File: src/rtl/data_selector_pipe.sv
// Configurable per-lane element selector with a one-deep output register,
// shadow/active lane configuration and a drain-then-swap commit FSM.

module data_selector_lane #(
  parameter int DW    = 4,
  parameter int TOTAL = 80,
  parameter int SRC_W = 7
) (
  input  logic [TOTAL-1:0][DW-1:0] elems_i,
  input  logic [SRC_W-1:0]         src_i,
  input  logic                     en_i,
  output logic [DW-1:0]            data_o
);
  localparam logic [SRC_W:0] TOTAL_W = (SRC_W+1)'(TOTAL);

  always_comb begin
    data_o = '0;
    if (en_i && ({1'b0, src_i} < TOTAL_W)) data_o = elems_i[src_i];
  end
endmodule

module data_selector_pipe #(
  parameter int DATA_WIDTH  = 4,
  parameter int MAIN_INPUTS = 16,
  parameter int REGS_INPUTS = 64,
  parameter int LANES       = 4,
  localparam int TOTAL      = MAIN_INPUTS + REGS_INPUTS,
  localparam int SRC_W      = (TOTAL > 1) ? $clog2(TOTAL) : 1,
  localparam int LANE_W     = (LANES > 1) ? $clog2(LANES) : 1
) (
  input  logic                              clk,
  input  logic                              rst,
  input  logic [MAIN_INPUTS*DATA_WIDTH-1:0] wData,
  input  logic [REGS_INPUTS*DATA_WIDTH-1:0] wRegs,
  input  logic                              in_valid,
  output logic                              in_ready,
  input  logic                              cfg_we,
  input  logic [LANE_W-1:0]                 cfg_lane,
  input  logic [SRC_W-1:0]                  cfg_src,
  input  logic                              cfg_en,
  input  logic                              cfg_commit,
  output logic [LANES*DATA_WIDTH-1:0]       data_out,
  output logic                              out_valid,
  input  logic                              out_ready,
  output logic                              busy,
  output logic [15:0]                       beat_cnt
);
  typedef enum logic [1:0] {IDLE, DRAIN, SWAP} state_e;

  state_e                              state_q;
  logic                                out_valid_q;
  logic [LANES-1:0][DATA_WIDTH-1:0]    data_q;
  logic [15:0]                         beat_cnt_q;
  logic [LANES-1:0][SRC_W-1:0]         act_src_q, shd_src_q, shd_src_d;
  logic [LANES-1:0]                    act_en_q, shd_en_q, shd_en_d;

  logic [TOTAL-1:0][DATA_WIDTH-1:0]    elems;
  logic [LANES-1:0][DATA_WIDTH-1:0]    sel;
  logic                                accept;

  // wData occupies the low element indices, wRegs follows.
  assign elems = {wRegs, wData};

  for (genvar g = 0; g < LANES; g++) begin : g_lane
    data_selector_lane #(
      .DW   (DATA_WIDTH),
      .TOTAL(TOTAL),
      .SRC_W(SRC_W)
    ) u_lane (
      .elems_i(elems),
      .src_i  (act_src_q[g]),
      .en_i   (act_en_q[g]),
      .data_o (sel[g])
    );
  end

  assign in_ready  = (state_q == IDLE) && (!out_valid_q || out_ready);
  assign accept    = in_valid && in_ready;
  assign data_out  = data_q;
  assign out_valid = out_valid_q;
  assign busy      = (state_q != IDLE);
  assign beat_cnt  = beat_cnt_q;

  // Lanes beyond LANES never match, so out-of-range writes drop out here.
  always_comb begin
    shd_src_d = shd_src_q;
    shd_en_d  = shd_en_q;
    for (int l = 0; l < LANES; l++) begin
      if (cfg_we && (cfg_lane == LANE_W'(l))) begin
        shd_src_d[l] = cfg_src;
        shd_en_d[l]  = cfg_en;
      end
    end
  end

  always_ff @(posedge clk) begin
    if (rst) begin
      state_q     <= IDLE;
      out_valid_q <= 1'b0;
      data_q      <= '0;
      beat_cnt_q  <= '0;
      act_src_q   <= '0;
      act_en_q    <= '0;
      shd_src_q   <= '0;
      shd_en_q    <= '0;
    end else begin
      shd_src_q <= shd_src_d;
      shd_en_q  <= shd_en_d;

      if (accept) begin
        data_q      <= sel;
        out_valid_q <= 1'b1;
        beat_cnt_q  <= beat_cnt_q + 16'd1;
      end else if (out_ready) begin
        out_valid_q <= 1'b0;
      end

      case (state_q)
        IDLE:  if (cfg_commit) state_q <= (out_valid_q && !out_ready) ? DRAIN : SWAP;
        DRAIN: if (out_valid_q && out_ready) state_q <= SWAP;
        SWAP: begin
          // Write-through: a config write landing this cycle is picked up too.
          act_src_q <= shd_src_d;
          act_en_q  <= shd_en_d;
          state_q   <= IDLE;
        end
        default: state_q <= IDLE;
      endcase
    end
  end
endmodule
File: config.mk
export PLATFORM = sky130hd
export DESIGN_NAME = data_selector_pipe
export DESIGN_NICKNAME = d
export VERILOG_FILES = /design/src/rtl/data_selector_pipe.sv
export SDC_FILE = /design/constraint.sdc
export NUM_CORES = 1
export LEC_CHECK = 0
export CAP_MARGIN = 20
export CORE_UTILIZATION = 45
export DETAILED_ROUTE_END_ITERATION = 16
export PLACE_DENSITY = 0.83
export SLEW_MARGIN = 20
export SYNTH_ARGS = -nofsm -noshare
export SYNTH_HDL_FRONTEND = slang
export SYNTH_HIERARCHICAL = 1
export SYNTH_SLANG_ARGS = --single-unit
File: constraint.sdc
create_clock -name clk -period 2.6 [get_ports clk]
set_input_delay 0.52 -clock clk [delete_from_list [all_inputs] [get_ports clk]]
set_output_delay 0.52 -clock clk [all_outputs]
set_load 0.01 [all_outputs]
==> results.py <==
metrics = {
    "placement": {
        "dpl_cell_area_mm2": 0.0204,
        "portBuffers": 370,
        "gp_congestion": 1.01,
        "hpwl_um": 55800,
        "pre_cts_slack_ns": -0.447,
    },
    "critical_path": {
        "r2r-start": "act_src_q[22]",
        "start_kind": "primary input",
        "r2r.worst_path.cells": 8,
        "rr_endpoint": "data_out[14]",
        "critPathArrivalTime_ns": 2.85,
        "ff2ff_setup_slack_ns": 0.03,
        "cp-end-kind": "flip-flop",
        "cp.required_ns": 2.85,
        "critPathKind": "in2reg",
        "path_max_fanout": 4,
    },
    "final_layout": {
        "multi_input_area_mm2": 0.0121,
        "finalInstanceArea_mm2": 0.0210,
        "drive_gt1_share_pct": 28.4,
        "area_delta_synth_final_pct": 40.5,
        "final_common_cell": "clkdlybuf4s50_1",
        "regArea_mm2": 0.00202,
        "final_cell_mix": "363 x clkdlybuf4s50_1, 228 x mux4_2, 186 x buf_4",
        "fillCellCount": 2554,
        "nets": 2194,
    },
    "outcome": {
        "status": "complete, but fails checks",
        "failed_checks": "negative setup slack",
    },
    "drt": {
        "drc": 0,
        "drtIter0Drc": 2414,
        "drt-total-wl_um": 72000,
        "vias": 16800,
        "antenna_left": 0,
        "wl_per_cell_um": 31.2,
        "firstDrtPassIters": 6,
        "vias_per_cell": 7.30,
    },
    "pwr": {
        "power_density_mw_per_mm2": 350,
        "intPower_w": 0.00451,
        "netSwitchingFraction_pct": 38.4,
        "clkPwrFrac_pct": 20.2,
        "switchingPower_w": 0.00281,
        "seqPwrFrac_pct": 24.1,
        "power.leakage_nw": 7.24,
        "combPwrFrac_pct": 55.8,
        "ir_worst_vdd_mv": 0.340,
    },
    "logic_synthesis": {
        "async_reset_ff_share_pct": 0,
        "yosysUniqueCellTypes": 52,
        "synth-seq-area-share_pct": 13.3,
        "yosys_register_bits": 99,
        "synthFlopType": "dfxtp_1",
        "syn_nets": 1728,
        "yosysWarningCount": 6,
        "syn_avg_cell_area_um2": 10.7,
        "synth_edf_count": 0,
        "netlist_instances": 1391,
        "syn-cell-area_mm2": 0.0149,
    },
    "min_path": {
        "hold_path_depth": 2,
        "hold_class": "reg2reg",
        "hold_end": "data_out[0]",
        "worstHoldStart": "data_out[0]",
    },
    "sta": {
        "min_period_ns": 2.60,
        "fin_crit_sh_pct": 100,
        "layout_setup_ws_ns": -0.000310,
        "setup_viol": 1,
        "finClkSkew_ns": 0.00992,
        "max_slew.worst_pin.slew_ns": 1.07,
        "drv_slew": 0,
        "hold_viol_final": 0,
        "maxSlewHeadroom_pct": 27.8,
        "max_freq_ghz": 0.385,
    },
    "job": {
        "drv_cap": 0,
    },
    "floorplan": {
        "die_area_mm2": 0.0339,
        "start_util_pct": 45.8,
        "dieWidth_um": 184,
        "die_height_um": 184,
        "core_area_mm2": 0.0325,
        "rows": 66,
        "io_pins": 371,
    },
    "clock_tree": {
        "clk_pin_slew_ns": 0.08,
        "cts_max_path_buffers": 2,
        "htree_levels": 3,
        "clockRootBuffer": "clkbuf_16",
        "cts_buffers": 9,
        "cts_hold_buf": 0,
        "tritoncts": "done",
        "clock_sinks": 99,
        "clkLatencyLatePin_ns": 0.36,
    },
    "global_routing": {
        "track_usage_pct": 41.6,
        "grt_pass1_wl_um": 103000,
        "grt_max_degree": 43,
        "antenna_found_initial": 2,
        "grt_pass1_vias": 16300,
        "gr-total-overflow": 0,
    },
}
state kept, by name (all words and copies together), names as in the netlist:
register   cells
act_en_q       4
act_src_q     28
beat_cnt      16
data_out      16
out_valid      1
shd_en_q       4
shd_src_q     28
state_q        2
worst max-delay path: stages:
cell and delay (ns):
clkdlybuf4s50_1 0.48, mux4_2 0.52, mux2_2 0.31, nand3_1 0.18, nand4_1 0.11, or4_1 0.58, nand2_1 0.09, a21oi_1 0.06
power groups by stage:
stage | Clock (W) | Sequential (W) | Combinational (W)
after global routing | 0.00155 | 0.00177 | 0.00421
after detailed placement | 0 | 0.00182 | 0.00383
after global placement | 0 | 0.00181 | 0.00377
after floorplan | 0 | 0.00167 | 0.00214
after CTS | 0.00148 | 0.00177 | 0.00387
final | 0.00148 | 0.00176 | 0.00409
stage by stage:
step / utilization [%] / hold WS, ns / setup TNS, ns / cells / power [W]
2_1_floorplan: - / 0.456 / 0 / 1391 / 0.00381
3_3_place_gp: 62.5 / 0.449 / -3.83 / 2265 / 0.00558
3_5_place_dp: 62.5 / 0.450 / -4.26 / 2265 / 0.00564
4_1_cts: 63.7 / 0.465 / -0.000846 / 2284 / 0.00712
5_1_grt: 64.4 / 0.480 / -0.00127 / 2304 / 0.00753
6_report: 64.4 / 0.462 / -0.000310 / 2305 / 0.00733
metal layers:
layer	track usage (%)	vias to the layer above	part of all wire, %
met5	0	-	0.032
met3	10.6	303	14
li1	-	6729	-
met1	53.7	8173	36
met4	18.0	4	5.6
met2	66.2	1609	45
repair_timing:
action / in CTS / in global routing
buffers inserted: 3 / 20
setup endpoints to repair: 7 / 13
cloned: 0 / 0
gates resized for setup: 13 / 25
cells by family (layout without fill, tap and decap cells):
group                    count (synthesis)  count (layout)  synth area share (%)
AND/OR/NAND/NOR                        450             450                  15.5
XOR/XNOR                                 7               7                 0.411
multiplexers                           446             446                  53.7
flip-flops                              99              99                  13.3
AO/OA/AOI/OAI                          238             238                  11.1
adder cells (fa/ha/maj)                  1               1                0.0839
other                                    0               1                     0
buffers and inverters                  150             621                  5.94
synthesized netlist by cell type (6+ instances only):
master / count / area [µm²]
a221oi_1: 16 / 140
nand3_1: 90 / 450
mux4_1: 48 / 1260
dfxtp_1: 99 / 1980
mux2i_1: 169 / 1690
o31ai_1: 6 / 45.0
nor2b_1: 27 / 169
buf_4: 12 / 90.1
nand2b_1: 13 / 81.3
nor4bb_1: 8 / 80.1
nor2_1: 109 / 409
nand2_1: 109 / 409
o211ai_1: 8 / 60.1
mux2_2: 9 / 101
a211oi_1: 32 / 240
a22oi_1: 52 / 390
o221ai_1: 8 / 70.1
nand4_1: 10 / 62.6
o311ai_0: 8 / 70.1
clkbuf_1: 41 / 154
mux4_2: 220 / 4950
and3_1: 19 / 119
buf_1: 12 / 45.0
or4_1: 18 / 135
nor4_1: 8 / 50.1
a21oi_1: 66 / 330
buf_6: 20 / 225
nand3b_1: 10 / 75.1
inv_1: 6 / 22.5
a31oi_1: 16 / 100
buf_2: 50 / 250
o21ai_0: 9 / 45.0
worst max-delay path by stage:
stage	from	endpoint	slack, ns	depth (start not counted)
after detailed placement	wRegs[195]	data_out[11]	-0.45	8
after global routing	act_src_q[22]	data_out[13]	-0.001	10
after floorplan	act_src_q[0]	data_out[0]	0.29	10
after CTS	wRegs[194]	data_out[6]	-0.0008	8
after global placement	wRegs[75]	data_out[15]	-0.46	7
final	wRegs[253]	data_out[13]	-0.0003	8
area by class of cell:
type                            count  area share, %
Multi-Input combinational cell   1142           57.9
Tap cell                          442           2.64
Clock buffer                        9           1.07
Inverter                           11          0.197
Sequential cell                    99           9.66
Timing Repair Buffer              594           28.0
Clock inverter                      7          0.489
Antenna cell                        1         0.0119
Power figures use the tool's default switching activity.
